## config.mk

```make
export PLATFORM = sky130hd
export DESIGN_NAME = hazard_ctl_flat
export DESIGN_NICKNAME = d
export VERILOG_FILES = /design/src/rtl/hazard_ctl_if.sv /design/src/rtl/hazard_ctl.sv /design/src/flat_wrapper.sv
export SDC_FILE = /design/constraint.sdc
export NUM_CORES = 1
export LEC_CHECK = 0
export ABC_CLOCK_PERIOD_IN_PS = 2860
export BUFFER_PORTS_ARGS = -buffer_cell sky130_fd_sc_hd__buf_4
export CORE_ASPECT_RATIO = 1.4
export CORE_MARGIN = 4
export CORE_UTILIZATION = 45
export DETAILED_ROUTE_END_ITERATION = 7
export PLACE_DENSITY = 0.83
export SYNTH_ARGS = -nofsm -noshare
export SYNTH_HDL_FRONTEND = slang
export SYNTH_SLANG_ARGS = --single-unit
```

## constraint.sdc

```tcl
create_clock -name clk -period 2.86 [get_ports clk]
set_input_delay 0.143 -clock clk [delete_from_list [all_inputs] [get_ports clk]]
set_output_delay 0.143 -clock clk [all_outputs]
set_load 0.02 [all_outputs]
```

## src/rtl/hazard_ctl_if.sv

```systemverilog
// Hazard-control bundle between the pipeline datapath and hazard_ctl.
// Carries the decode/execute/memory hazard sources into the controller and
// the stall/flush/busy/statistics outputs back to the pipeline.
//   master : pipeline side (drives hazard sources, observes controls)
//   slave  : hazard_ctl side
interface hazard_ctl_if;
  logic [4:0]  SrcA_ID;
  logic [4:0]  SrcB_ID;
  logic        UsesB_ID;
  logic [4:0]  LoadDst_EX;
  logic        LoadValid_EX;
  logic        MduStart_ID;
  logic        MduRead_ID;
  logic        Jump_IDM1;
  logic        BranchTaken_EXM1;
  logic        MemReq_ME;
  logic        MemReady_ME;
  logic        ClrStat;
  logic        AnyStall;
  logic        Stall_IF;
  logic        Stall_ID;
  logic        Flush_ID;
  logic        Flush_EX;
  logic        MduBusy;
  logic [15:0] StallCycles;

  modport master (
    output SrcA_ID, SrcB_ID, UsesB_ID, LoadDst_EX, LoadValid_EX,
           MduStart_ID, MduRead_ID, Jump_IDM1, BranchTaken_EXM1,
           MemReq_ME, MemReady_ME, ClrStat,
    input  AnyStall, Stall_IF, Stall_ID, Flush_ID, Flush_EX,
           MduBusy, StallCycles
  );

  modport slave (
    input  SrcA_ID, SrcB_ID, UsesB_ID, LoadDst_EX, LoadValid_EX,
           MduStart_ID, MduRead_ID, Jump_IDM1, BranchTaken_EXM1,
           MemReq_ME, MemReady_ME, ClrStat,
    output AnyStall, Stall_IF, Stall_ID, Flush_ID, Flush_EX,
           MduBusy, StallCycles
  );
endinterface

```

## src/rtl/hazard_ctl.sv

```systemverilog
// Pipeline hazard controller.
// Resolves, in priority order: memory wait (global freeze), branch/jump
// redirect flushes, multiply/divide unit occupancy stalls and load-use stalls.
// Tracks the MDU with a two-state FSM and a latency down-counter, and keeps a
// saturating count of stalled cycles.
// Ports:
//   clk    : clock, rising edge
//   reset  : asynchronous, active-high
//   hif    : hazard_ctl_if.slave (hazard sources in, stall/flush/status out)
// Parameter:
//   MDU_LAT : multiply/divide latency in cycles (2..32)
module hazard_ctl #(
  parameter int unsigned MDU_LAT = 8
) (
  input  logic          clk,
  input  logic          reset,
  hazard_ctl_if.slave   hif
);

  typedef enum logic {
    IDLE    = 1'b0,
    MDU_RUN = 1'b1
  } state_t;

  localparam logic [4:0] CNT_LOAD = 5'(MDU_LAT - 1);

  state_t      state, state_nxt;
  logic [4:0]  mdu_cnt, mdu_cnt_nxt;
  logic [15:0] stall_cycles;

  logic any_stall;
  logic load_use;
  logic mdu_haz;
  logic stall_if, stall_id, flush_id, flush_ex;

  assign any_stall = hif.MemReq_ME & ~hif.MemReady_ME;

  // Register 0 is hard-wired, so a load targeting it never creates a hazard.
  assign load_use = hif.LoadValid_EX && (hif.LoadDst_EX != 5'd0) &&
                    ((hif.LoadDst_EX == hif.SrcA_ID) ||
                     (hif.UsesB_ID && (hif.LoadDst_EX == hif.SrcB_ID)));

  assign mdu_haz = (state == MDU_RUN) && (hif.MduRead_ID || hif.MduStart_ID);

  // Pipeline controls. Reset and the global freeze both mask every local
  // stall/flush; branch outranks jump when both redirect in the same cycle.
  always_comb begin
    stall_if = 1'b0;
    stall_id = 1'b0;
    flush_id = 1'b0;
    flush_ex = 1'b0;
    if (reset || any_stall) begin
      // all local controls held low
    end else if (hif.BranchTaken_EXM1) begin
      flush_id = 1'b1;
      flush_ex = 1'b1;
    end else if (hif.Jump_IDM1) begin
      flush_id = 1'b1;
    end else if (mdu_haz || load_use) begin
      stall_if = 1'b1;
      stall_id = 1'b1;
      flush_ex = 1'b1;
    end
  end

  // MDU next state: a start is accepted only in a cycle with no freeze,
  // stall or flush, so a flushed or stalled mult/div never occupies the unit.
  always_comb begin
    state_nxt   = state;
    mdu_cnt_nxt = mdu_cnt;
    unique case (state)
      IDLE: begin
        if (hif.MduStart_ID && !(any_stall || stall_id || flush_id || flush_ex)) begin
          state_nxt   = MDU_RUN;
          mdu_cnt_nxt = CNT_LOAD;
        end
      end
      MDU_RUN: begin
        // Counts down regardless of pipeline freezes: the unit runs on its own.
        if (mdu_cnt == 5'd0) begin
          state_nxt = IDLE;
        end else begin
          mdu_cnt_nxt = mdu_cnt - 5'd1;
        end
      end
      default: begin
        state_nxt   = IDLE;
        mdu_cnt_nxt = '0;
      end
    endcase
  end

  always_ff @(posedge clk or posedge reset) begin
    if (reset) begin
      state   <= IDLE;
      mdu_cnt <= '0;
    end else begin
      state   <= state_nxt;
      mdu_cnt <= mdu_cnt_nxt;
    end
  end

  always_ff @(posedge clk or posedge reset) begin
    if (reset) begin
      stall_cycles <= '0;
    end else if (hif.ClrStat) begin
      stall_cycles <= '0;
    end else if ((any_stall || stall_id) && (stall_cycles != '1)) begin
      stall_cycles <= stall_cycles + 16'd1;
    end
  end

  assign hif.AnyStall    = any_stall;
  assign hif.Stall_IF    = stall_if;
  assign hif.Stall_ID    = stall_id;
  assign hif.Flush_ID    = flush_id;
  assign hif.Flush_EX    = flush_ex;
  assign hif.MduBusy     = (state == MDU_RUN);
  assign hif.StallCycles = stall_cycles;

endmodule

```

## src/flat_wrapper.sv

```systemverilog
// flat-port wrapper written by rule: the top's interface ports become plain ports
module hazard_ctl_flat 
#(
  parameter int unsigned MDU_LAT = 8
)
  (clk, reset, hif_SrcA_ID, hif_SrcB_ID, hif_UsesB_ID, hif_LoadDst_EX, hif_LoadValid_EX, hif_MduStart_ID, hif_MduRead_ID, hif_Jump_IDM1, hif_BranchTaken_EXM1, hif_MemReq_ME, hif_MemReady_ME, hif_ClrStat, hif_AnyStall, hif_Stall_IF, hif_Stall_ID, hif_Flush_ID, hif_Flush_EX, hif_MduBusy, hif_StallCycles);
  hazard_ctl_if hif_i ();
  input  logic clk;
  input  logic reset;
  input wire logic [$bits(hif_i.SrcA_ID)-1:0] hif_SrcA_ID;
  input wire logic [$bits(hif_i.SrcB_ID)-1:0] hif_SrcB_ID;
  input wire logic [$bits(hif_i.UsesB_ID)-1:0] hif_UsesB_ID;
  input wire logic [$bits(hif_i.LoadDst_EX)-1:0] hif_LoadDst_EX;
  input wire logic [$bits(hif_i.LoadValid_EX)-1:0] hif_LoadValid_EX;
  input wire logic [$bits(hif_i.MduStart_ID)-1:0] hif_MduStart_ID;
  input wire logic [$bits(hif_i.MduRead_ID)-1:0] hif_MduRead_ID;
  input wire logic [$bits(hif_i.Jump_IDM1)-1:0] hif_Jump_IDM1;
  input wire logic [$bits(hif_i.BranchTaken_EXM1)-1:0] hif_BranchTaken_EXM1;
  input wire logic [$bits(hif_i.MemReq_ME)-1:0] hif_MemReq_ME;
  input wire logic [$bits(hif_i.MemReady_ME)-1:0] hif_MemReady_ME;
  input wire logic [$bits(hif_i.ClrStat)-1:0] hif_ClrStat;
  output wire logic [$bits(hif_i.AnyStall)-1:0] hif_AnyStall;
  output wire logic [$bits(hif_i.Stall_IF)-1:0] hif_Stall_IF;
  output wire logic [$bits(hif_i.Stall_ID)-1:0] hif_Stall_ID;
  output wire logic [$bits(hif_i.Flush_ID)-1:0] hif_Flush_ID;
  output wire logic [$bits(hif_i.Flush_EX)-1:0] hif_Flush_EX;
  output wire logic [$bits(hif_i.MduBusy)-1:0] hif_MduBusy;
  output wire logic [$bits(hif_i.StallCycles)-1:0] hif_StallCycles;
  assign hif_i.SrcA_ID = hif_SrcA_ID;
  assign hif_i.SrcB_ID = hif_SrcB_ID;
  assign hif_i.UsesB_ID = hif_UsesB_ID;
  assign hif_i.LoadDst_EX = hif_LoadDst_EX;
  assign hif_i.LoadValid_EX = hif_LoadValid_EX;
  assign hif_i.MduStart_ID = hif_MduStart_ID;
  assign hif_i.MduRead_ID = hif_MduRead_ID;
  assign hif_i.Jump_IDM1 = hif_Jump_IDM1;
  assign hif_i.BranchTaken_EXM1 = hif_BranchTaken_EXM1;
  assign hif_i.MemReq_ME = hif_MemReq_ME;
  assign hif_i.MemReady_ME = hif_MemReady_ME;
  assign hif_i.ClrStat = hif_ClrStat;
  assign hif_AnyStall = hif_i.AnyStall;
  assign hif_Stall_IF = hif_i.Stall_IF;
  assign hif_Stall_ID = hif_i.Stall_ID;
  assign hif_Flush_ID = hif_i.Flush_ID;
  assign hif_Flush_EX = hif_i.Flush_EX;
  assign hif_MduBusy = hif_i.MduBusy;
  assign hif_StallCycles = hif_i.StallCycles;
  hazard_ctl #(.MDU_LAT(MDU_LAT)) u_core (.clk(clk), .reset(reset), .hif(hif_i));
endmodule
```

==> flow_metrics.py <==
metrics = {
    "power": {
        "p_comb_share_pct": 30.6,
        "switchingPower_w": 0.000298,
        "p_seq_share_pct": 39.7,
        "irDropWorstVdd_mv": 0.411,
        "powerDensity_nw_per_um2": 525,
        "power_frac_clock_pct": 29.6,
        "internal_power_w": 0.000699,
        "swShare_pct": 29.9,
        "power_w": 0.000997,
        "leakage_nw": 0.864,
    },
    "logic_synthesis": {
        "async_reset_ff_share_pct": 100,
        "synth-seq-cells": 22,
        "synth-edff-count": 0,
        "synth-seq-area-share_pct": 37.9,
        "yosys-top-cells-count": "dfrtp_1, xnor2_1, nor2_1",
        "ys_types": 45,
        "synth_area_leaders": "dfrtp_1, xnor2_1, a21oi_1, nand3_1, nor2_1",
        "synthCells": 155,
        "synth_top_cell_area_share_pct": 37.9,
        "synth_area_um2": 1450,
        "yosys.area.top_type": "dfrtp_1",
        "ys.flop_type": "dfrtp_1",
        "synth.most_common_cell": "dfrtp_1",
        "syn_nets": 184,
        "synth-warning-count": 0,
        "avgSynthCellArea_um2": 9.36,
    },
    "global_route": {
        "overflow": 0,
        "antenna_found_initial": 0,
        "grtUsageTotal_pct": 17.4,
        "grt_max_degree": 23,
        "grt_pass1_wl_um": 5820,
        "grt_pass1_vias": 1274,
    },
    "place": {
        "dpl.hpwl_um": 2640,
        "port_buffers": 47,
        "dp_slack_ns": 0.663,
        "place.gp.congestion": 0.821,
    },
    "sta": {
        "final_hold_viol_count": 0,
        "period_share_pct": 78.3,
        "drv_slew": 0,
        "rsz0062_at_grt": "no",
        "period_minus_slack_ns": 2.24,
        "setup_ws_ns": 0.620,
        "slew_headroom_pct": 43.9,
        "setup_tns_ns": 0,
        "setup_viol": 0,
        "tightest_slew_ns": 0.840,
        "fmax_ghz": 0.446,
        "fin_skew_ns": 0.00838,
    },
    "critical_path": {
        "critPathMaxFanout": 6,
        "cp.arrival_ns": 2.44,
        "critPathKind": "register to register",
        "cp.required_ns": 3.06,
        "r2r_cells": 7,
        "start_kind": "register",
        "end_kind": "register",
        "rrSetupSlack_ns": 0.62,
        "r2r_start": "u_core.hif.StallCycles[5]",
        "reg2reg_to": "u_core.hif.StallCycles[9]",
    },
    "clocking": {
        "clk_latency_ns": 0.28,
        "root_buffer": "clkbuf_8",
        "cts_buffers": 3,
        "cts_hold_buf": 0,
        "clk_path_buf_depth": 2,
        "cts_resized": 0,
        "h-tree-depth": 1,
        "post_cts.repair.setup_buffers": 0,
        "clkSlewWorstSetupHoldPaths_ns": 0.08,
        "tritoncts": "built",
        "cts_sinks": 22,
    },
    "floorplanning": {
        "initial_core_util_pct": 46.5,
        "die_area_um2": 4210,
        "io_pins": 48,
        "die_h_um": 75.2,
        "core_area_um2": 3120,
        "fp.dieW_um": 56.0,
        "num_rows": 24,
    },
    "route": {
        "antenna_left": 0,
        "wl_per_cell_um": 14.3,
        "vias_per_cell": 5.44,
        "drc": 0,
        "dr.pass1.iters": 4,
        "drt_wl_total_um": 3450,
        "vias": 1311,
        "drt-initial-drc-count": 34,
    },
    "layout": {
        "fin_nets": 232,
        "drive_gt1_share_pct": 31.2,
        "antennaDiodeCount": 0,
        "finish.utilization_pct": 60.7,
        "area_growth_pct": 30.7,
    },
    "worst_hold_path": {
        "hp-class": "primary input to asynchronous set/reset pin",
    },
    "run": {
        "timing.max_cap.violations": 0,
    },
    "status": {
        "status": "finished clean",
    },
}
[state kept, by name, indices dropped and copies added (netlist names)]
register	count
u_core.hif.StallCycles	16
u_core.mdu_cnt	5
u_core.hif.MduBusy	1
[power groups by stage]
stage	registers (W)	logic (W)	clock network, W
after CTS	0.000396	0.000308	0.000299
after global routing	0.000406	0.000346	0.000312
final	0.000396	0.000305	0.000296
after global placement	0.000402	0.000300	0
after detailed placement	0.000403	0.000307	0
after floorplan	0.000404	0.000214	0
[worst max-delay path by stage]
stage | startpoint | end | slack (ns)
CTS | u_core.hif.StallCycles[5] | u_core.hif.StallCycles[9] | 0.64
detailed placement | u_core.hif.StallCycles[5] | u_core.hif.StallCycles[9] | 0.66
finish | u_core.hif.StallCycles[5] | u_core.hif.StallCycles[9] | 0.62
floorplan | u_core.hif.StallCycles[5] | u_core.hif.StallCycles[1] | 0.58
global placement | u_core.hif.StallCycles[5] | u_core.hif.StallCycles[1] | 0.71
global route | u_core.hif.StallCycles[5] | u_core.hif.StallCycles[9] | 0.54
[kinds of logic after synthesis]
kind of cell	Yosys count	share of synthesized area, %
AO/OA/AOI/OAI	35	17.6
multiplexers	3	2.24
buffers and inverters	16	5.00
adder cells (fa/ha/maj)	3	2.59
XOR/XNOR	17	10.3
flip-flops	22	37.9
AND/OR/NAND/NOR	59	24.4
[area by class of cell]
class                      count  area [um^2]
fill                         294         1230
multi-input combinational    117          828
sequential                    22          551
timing repair buffer          47          353
tap                           39         48.8
inverter                      12         45.0
clock buffer                   3         41.3
clock inverter                 1         30.0
[critical path: stages (launching register included)]
cell     delay [ns]
dfrtp_1        0.45
and4_4         0.28
nand4_4        0.13
or4_4          0.59
o21ai_2        0.14
a21oi_1        0.22
a21o_1         0.22
a21oi_1        0.12
[through the flow]
| step | hold slack, ns | instances | cell area (um^2) |
|---|---|---|---|
| after CTS | 0.101 | 241 | 1900 |
| after detailed placement | 0.397 | 237 | 1830 |
| final | 0.0660 | 241 | 1900 |
| after global routing | 0.156 | 241 | 1900 |
| after floorplan | 0.132 | 155 | 1450 |
| after global placement | 0.392 | 237 | 1830 |
[per-layer routing]
metal | GRT usage [%] | share of wire [%] | vias to the layer above
met4 | 6.33 | 1.7 | 0
met2 | 32.1 | 52 | 35
met3 | 3.26 | 6.8 | 6
li1 | - | - | 650
met1 | 20.0 | 40 | 620
met5 | 0 | 0 | -
[cells in the final DEF, fill, tap and decap left out, types with 2 or more instances in the layout]
master / synthesis / layout
buf_4: 1 / 47
dfrtp_1: 22 / 22
xnor2_1: 16 / 16
nor2_1: 14 / 14
a21oi_1: 13 / 13
nand3_1: 12 / 12
inv_1: 12 / 12
nand2_1: 9 / 9
a21o_1: 4 / 4
or3_1: 3 / 3
nor4_1: 3 / 3
ha_1: 3 / 3
clkbuf_8: 0 / 3
or4_4: 2 / 2
nand4_1: 2 / 2
o22ai_1: 2 / 2
or4_1: 2 / 2
o21a_1: 2 / 2
and3_1: 2 / 2
mux2_2: 2 / 2
o21ai_1: 2 / 2
and2_1: 2 / 2
o31ai_1: 2 / 2
No activity file was read; power rests on OpenSTA's default activity.
